**src/rtl/amiga_m68k_bus_master.sv**
```systemverilog
// 68000 asynchronous bus initiator: converts a req/ack word-access port into
// S0..S7 bus cycles with _DTACK wait states, _BERR and a watchdog timeout.
module amiga_m68k_bus_master #(
  parameter int TIMEOUT     = 1024,
  parameter int SYNC_STAGES = 2
) (
  input  logic        CLK,
  input  logic        _RESET,
  input  logic        req,
  input  logic        we,
  input  logic [22:0] addr,
  input  logic [1:0]  be,
  input  logic [15:0] wdata,
  output logic [15:0] rdata,
  output logic        ack,
  output logic        err,
  output logic        busy,
  output logic [22:0] A,
  output logic [15:0] D_OUT,
  output logic        D_OE,
  input  logic [15:0] D_IN,
  output logic        _AS,
  output logic        _UDS,
  output logic        _LDS,
  output logic        _PRW,
  input  logic        _DTACK,
  input  logic        _BERR
);

  localparam int TW = $clog2(TIMEOUT + 1);

  typedef enum logic [3:0] {IDLE, S0, S1, S2, S3, S4, S5, S6, S7, WAIT} state_t;

  state_t            state_reg, state_next;
  logic [22:0]       a_reg, a_next;
  logic [15:0]       dout_reg, dout_next;
  logic [15:0]       rdata_reg, rdata_next;
  logic [15:0]       wdata_l_reg, wdata_l_next;
  logic [1:0]        be_l_reg, be_l_next;
  logic              we_l_reg, we_l_next;
  logic              doe_reg, doe_next;
  logic              ack_reg, ack_next;
  logic              err_reg, err_next;
  logic              busy_reg, busy_next;
  logic              as_n_reg, as_n_next;
  logic              uds_n_reg, uds_n_next;
  logic              lds_n_reg, lds_n_next;
  logic              prw_n_reg, prw_n_next;
  logic              err_flag_reg, err_flag_next;
  logic [TW-1:0]     to_cnt_reg, to_cnt_next;
  logic [SYNC_STAGES-1:0] dtack_sync_reg, berr_sync_reg;
  logic              dtack_s, berr_s, timed_out;

  // Both bus responses are asynchronous to CLK; idle level is high.
  always_ff @(posedge CLK or negedge _RESET) begin
    if (!_RESET) begin
      dtack_sync_reg <= '1;
      berr_sync_reg  <= '1;
    end else begin
      dtack_sync_reg <= {dtack_sync_reg[SYNC_STAGES-2:0], _DTACK};
      berr_sync_reg  <= {berr_sync_reg[SYNC_STAGES-2:0], _BERR};
    end
  end

  assign dtack_s   = dtack_sync_reg[SYNC_STAGES-1];
  assign berr_s    = berr_sync_reg[SYNC_STAGES-1];
  assign timed_out = (to_cnt_reg == TW'(TIMEOUT - 1));

  always_ff @(posedge CLK or negedge _RESET) begin
    if (!_RESET) begin
      state_reg    <= IDLE;
      a_reg        <= '0;
      dout_reg     <= '0;
      rdata_reg    <= '0;
      wdata_l_reg  <= '0;
      be_l_reg     <= '0;
      we_l_reg     <= 1'b0;
      doe_reg      <= 1'b0;
      ack_reg      <= 1'b0;
      err_reg      <= 1'b0;
      busy_reg     <= 1'b0;
      as_n_reg     <= 1'b1;
      uds_n_reg    <= 1'b1;
      lds_n_reg    <= 1'b1;
      prw_n_reg    <= 1'b1;
      err_flag_reg <= 1'b0;
      to_cnt_reg   <= '0;
    end else begin
      state_reg    <= state_next;
      a_reg        <= a_next;
      dout_reg     <= dout_next;
      rdata_reg    <= rdata_next;
      wdata_l_reg  <= wdata_l_next;
      be_l_reg     <= be_l_next;
      we_l_reg     <= we_l_next;
      doe_reg      <= doe_next;
      ack_reg      <= ack_next;
      err_reg      <= err_next;
      busy_reg     <= busy_next;
      as_n_reg     <= as_n_next;
      uds_n_reg    <= uds_n_next;
      lds_n_reg    <= lds_n_next;
      prw_n_reg    <= prw_n_next;
      err_flag_reg <= err_flag_next;
      to_cnt_reg   <= to_cnt_next;
    end
  end

  // Bus outputs are computed for the state being entered, so every pin
  // changes on the same edge as the state register.
  always_comb begin
    state_next    = state_reg;
    a_next        = a_reg;
    dout_next     = dout_reg;
    rdata_next    = rdata_reg;
    wdata_l_next  = wdata_l_reg;
    be_l_next     = be_l_reg;
    we_l_next     = we_l_reg;
    doe_next      = doe_reg;
    ack_next      = 1'b0;
    err_next      = 1'b0;
    as_n_next     = as_n_reg;
    uds_n_next    = uds_n_reg;
    lds_n_next    = lds_n_reg;
    prw_n_next    = prw_n_reg;
    err_flag_next = err_flag_reg;
    to_cnt_next   = to_cnt_reg;
    case (state_reg)
      IDLE: begin
        to_cnt_next   = '0;
        err_flag_next = 1'b0;
        if (req) begin
          if (be != 2'b00) begin
            we_l_next    = we;
            be_l_next    = be;
            wdata_l_next = wdata;
            a_next       = addr;
            prw_n_next   = 1'b1;
            state_next   = S0;
          end else begin
            ack_next = 1'b1;
            err_next = 1'b1;
          end
        end
      end
      S0: state_next = S1;
      S1: begin
        state_next = S2;
        as_n_next  = 1'b0;
        if (we_l_reg) begin
          prw_n_next = 1'b0;
        end else begin
          uds_n_next = ~be_l_reg[1];
          lds_n_next = ~be_l_reg[0];
        end
      end
      S2: begin
        state_next = S3;
        if (we_l_reg) begin
          dout_next = wdata_l_reg;
          doe_next  = 1'b1;
        end
      end
      S3: begin
        state_next = S4;
        if (we_l_reg) begin
          uds_n_next = ~be_l_reg[1];
          lds_n_next = ~be_l_reg[0];
        end
      end
      S4: begin
        to_cnt_next = to_cnt_reg + TW'(1);
        if (!berr_s) begin
          state_next    = S5;
          err_flag_next = 1'b1;
        end else if (!dtack_s) begin
          state_next = S5;
        end else if (timed_out) begin
          state_next    = S5;
          err_flag_next = 1'b1;
        end else begin
          state_next = WAIT;
        end
      end
      WAIT: begin
        to_cnt_next = to_cnt_reg + TW'(1);
        if (timed_out) begin
          state_next    = S5;
          err_flag_next = 1'b1;
        end else begin
          state_next = S4;
        end
      end
      S5: state_next = S6;
      S6: begin
        state_next = S7;
        as_n_next  = 1'b1;
        uds_n_next = 1'b1;
        lds_n_next = 1'b1;
        ack_next   = 1'b1;
        err_next   = err_flag_reg;
        if (!we_l_reg && !err_flag_reg) rdata_next = D_IN;
      end
      S7: begin
        state_next = IDLE;
        doe_next   = 1'b0;
        prw_n_next = 1'b1;
      end
      default: state_next = IDLE;
    endcase
  end

  assign busy_next = (state_next != IDLE);

  assign rdata = rdata_reg;
  assign ack   = ack_reg;
  assign err   = err_reg;
  assign busy  = busy_reg;
  assign A     = a_reg;
  assign D_OUT = dout_reg;
  assign D_OE  = doe_reg;
  assign _AS   = as_n_reg;
  assign _UDS  = uds_n_reg;
  assign _LDS  = lds_n_reg;
  assign _PRW  = prw_n_reg;

endmodule

```
**config.mk**
```make
export PLATFORM = sky130hd
export DESIGN_NAME = amiga_m68k_bus_master
export DESIGN_NICKNAME = d
export VERILOG_FILES = /design/src/rtl/amiga_m68k_bus_master.sv
export SDC_FILE = /design/constraint.sdc
export NUM_CORES = 1
export LEC_CHECK = 0
export BUFFER_PORTS_ARGS = -buffer_cell sky130_fd_sc_hd__clkbuf_2
export CAP_MARGIN = 20
export CORE_MARGIN = 1
export CORE_UTILIZATION = 50
export DETAILED_ROUTE_END_ITERATION = 12
export GPL_TIMING_DRIVEN = 0
export PLACE_DENSITY_LB_ADDON = 0.2
export SETUP_SLACK_MARGIN = 0.1
export SKIP_CTS_REPAIR_TIMING = 1
export SLEW_MARGIN = 20
export SYNTH_ARGS = -nofsm -noshare
export SYNTH_HDL_FRONTEND = slang
export SYNTH_SLANG_ARGS = --single-unit
```
**constraint.sdc**
```tcl
create_clock -name CLK -period 5.6 [get_ports CLK]
set_input_delay 0 -clock CLK [delete_from_list [all_inputs] [get_ports CLK]]
set_output_delay 0 -clock CLK [all_outputs]
set_load 0.02 [all_outputs]
```
==> flow_metrics.tcl <==
set metrics [dict create \
    status "finished with violations" \
    violations "negative hold slack" \
    clk_pin_slew_ns 0.09 \
    final_hold_viol_count 1 \
    yosysWarningCount 0 \
    drt_iter0_drc 151 \
    startpoint_type "register" \
    setup_viol 0 \
    wl_um 8850 \
    drtPass1Iterations 4 \
    vdd.ir_drop.worst_v 0.000340 \
    slew_viol_final 0 \
    reg2reg_slack_ns 3.45 \
    largest_register_ffs 23 \
    r2r_start "state_reg[3]" \
    slew_headroom_pct 48.5 \
    wl_per_cell_um 14.4 \
    critPathRequiredTime_ns 5.84 \
    synthAdderAreaFrac_pct 0.298 \
    synth_top_cell_area_share_pct 56.1 \
    fin_crit_sh_pct 38.3 \
    clockRootBuffer "clkbuf_8" \
    syn_area_per_cell_um2 13.8 \
    antenna_found_initial 0 \
    via_count 3139 \
    synth.most_common_cell "dfrtp_1" \
    synth_top_family_by_area "multiplexers" \
    rsz0062_at_grt "false" \
    viasPerCell 5.12 \
    numCtsBuffers 9 \
    path_depth 6 \
    synth_mux_area_share_pct 21.5 \
    dieHeight_um 93.6 \
    ys_ff_latch 102 \
    grt_max_degree 67 \
    cts_buffer_depth 2 \
    io_pins 126 \
    start_util_pct 51.3 \
    post-dp-hpwl_um 6060 \
    grt_usage_pct 19.8 \
    crit_family "simple AND/OR/NAND/NOR gates" \
    ys_top_cells_by_count "dfrtp_1 (94), mux2_2 (64), nand2_1 (19), o21ai_0 (12), a21oi_1 (11)" \
    leakage_nw 2.81 \
    finalSetupTns_ns 0 \
    reg2reg_depth 6 \
    place_congestion 0.853 \
    cap_violations 0 \
    synth_compound_gate_area_share_pct 5.49 \
    final_layout_size_suffix_gt1_share_pct 47.2 \
    diodes 0 \
    cp-end-kind "register" \
    multi_input_area_mm2 0.00152 \
    hold_path_class "input pin to register" \
    htree_num_levels 3 \
    reg2reg_to "we_l_reg" \
    synthFlopType "dfrtp_1" \
    path_cells "buf_2 -> nor2_1 -> nand2_1 -> nor2_1 -> buf_2 -> mux2_2" \
    hold_ws_ns -0.0106 \
    synth_xor_xnor_area_share_pct 0.835 \
    power_density_mw_per_mm2 520 \
    coreArea_mm2 0.00818 \
    grt_overflow 0 \
    critical_path_class "register to register" \
    fmax_mhz 466 \
    crit_path_max_incr_delay_ns 0.38 \
    critical_path.max_fanout 10 \
    worstPathArrival_ns 2.39 \
    grt_pass1_wl_um 13400 \
    synth.area.top_cells "dfrtp_1 (56%), mux2_2 (17%), dfstp_2 (5.0%), mux2_4 (3.6%), nand2_1 (1.7%)" \
    cts_num_sinks 102 \
    crit_start "state_reg[3]" \
    synth-async-reset-ratio_pct 100 \
    worstMarginPinSlew_ns 0.766 \
    numPortBuffers 125 \
    netlist_area_mm2 0.00420 \
    crit_buf_inv 2 \
    fp.dieArea_mm2 0.00876 \
    netlist_instances 304 \
    synthSimpleGateAreaFrac_pct 8.20 \
    fin_crit_ns 2.15 \
    die_w_um 93.6 \
    yosysTopAreaCell "dfrtp_1" \
    regArea_mm2 0.00256 \
    fin_nets 567 \
    area_growth_pct 38.8 \
    yosysUniqueCellTypes 40 \
    cts_tree "built" \
    n_fill_cell 589 \
    fin_skew_ns 0.0180 \
    cp_slowest_cell "mux2_2" \
    synth_edf_count 0 \
    drc_errors 0 \
    crit_path_end "we_l_reg" \
    drtAntennaViolNets 0 \
    yosysSeqAreaShare_pct 61.1 \
    rows 33 \
    syn_nets 368 \
    clk_latency_ns 0.36 \
    grt_pass1_vias 2876 \
]
==> worst min-delay path, cell delays in order <==
cell	delay [ns]
clkbuf_2	0.10
nor2_1	0.04
nand3_1	0.08
o21ai_0	0.07
==> through the flow <==
step	power, mW	utilization, %	cells	area (um2)	setup WS [ns]
CTS	3.01	63.6	551	5200	3.44
detailed placement	2.52	61.0	535	4990	3.44
global placement	2.46	60.6	534	4950	3.28
floorplan	2.10	-	304	4200	3.82
global route	3.21	71.2	613	5820	3.27
finish	3.03	71.2	613	5820	3.45
==> per-layer routing <==
layer / global-route usage (%) / share of wire (%) / vias up
li1: - / - / 1477
met1: 25.1 / 42 / 1557
met2: 33.2 / 51 / 89
met3: 5.04 / 4.5 / 16
met4: 6.67 / 1.9 / 0
met5: 0 / 0 / -
==> kinds of logic after synthesis <==
group	count (synthesis)
compound gates	38
buf+inv	18
simple gates	64
mux	77
xor+xnor	4
fa+ha+maj	1
flops	102
==> worst min path at each step <==
stage | startpoint | to | cells after the start
2_1_floorplan | _RESET | A[0] | 0
3_3_place_gp | _BERR | berr_sync_reg[0] | 1
3_5_place_dp | _RESET | rdata[6] | 1
4_1_cts | _RESET | rdata[6] | 1
5_1_grt | be[1] | err | 4
6_report | be[1] | err | 4
==> layout by cell type (no fill, tap or decap), types with 2 or more instances in the layout <==
cell and count:
nand4_1 4, or3_1 2, mux2i_1 3, nand2_1 19, clkbuf_2 124, nand3_1 6
nor3_1 5, nor4_1 2, mux2_2 64, dfstp_2 8, mux2_4 10, a31oi_1 4
xor2_1 3, inv_6 2, o311ai_0 2, nor2_1 10, nand2b_1 3, buf_2 10
buf_6 2, o41ai_1 2, dfrtp_1 94, dlygate4sd3_1 62, a21oi_1 11, and3_1 3
clkbuf_8 11, o21ai_0 12, inv_1 5, nor2b_1 4
==> final cells by class <==
type | count | share of cell area, %
tap | 105 | 2.26
sequential | 102 | 44.0
buffer | 13 | 1.59
multi-input combinational | 184 | 26.1
clock inverter | 6 | 1.29
inverter | 5 | 0.322
clock buffer | 10 | 2.36
timing repair buffer | 188 | 22.0
==> power by group <==
| group | internal [mW] | leakage, nW | switching, mW |
|---|---|---|---|
| sequential | 1.06 | 1.23 | 0.184 |
| clock | 0.226 | 0.105 | 0.258 |
| combinational | 0.585 | 1.47 | 0.710 |
| total | 1.87 | 2.81 | 1.15 |
No activity file was read; power rests on OpenSTA's default activity.
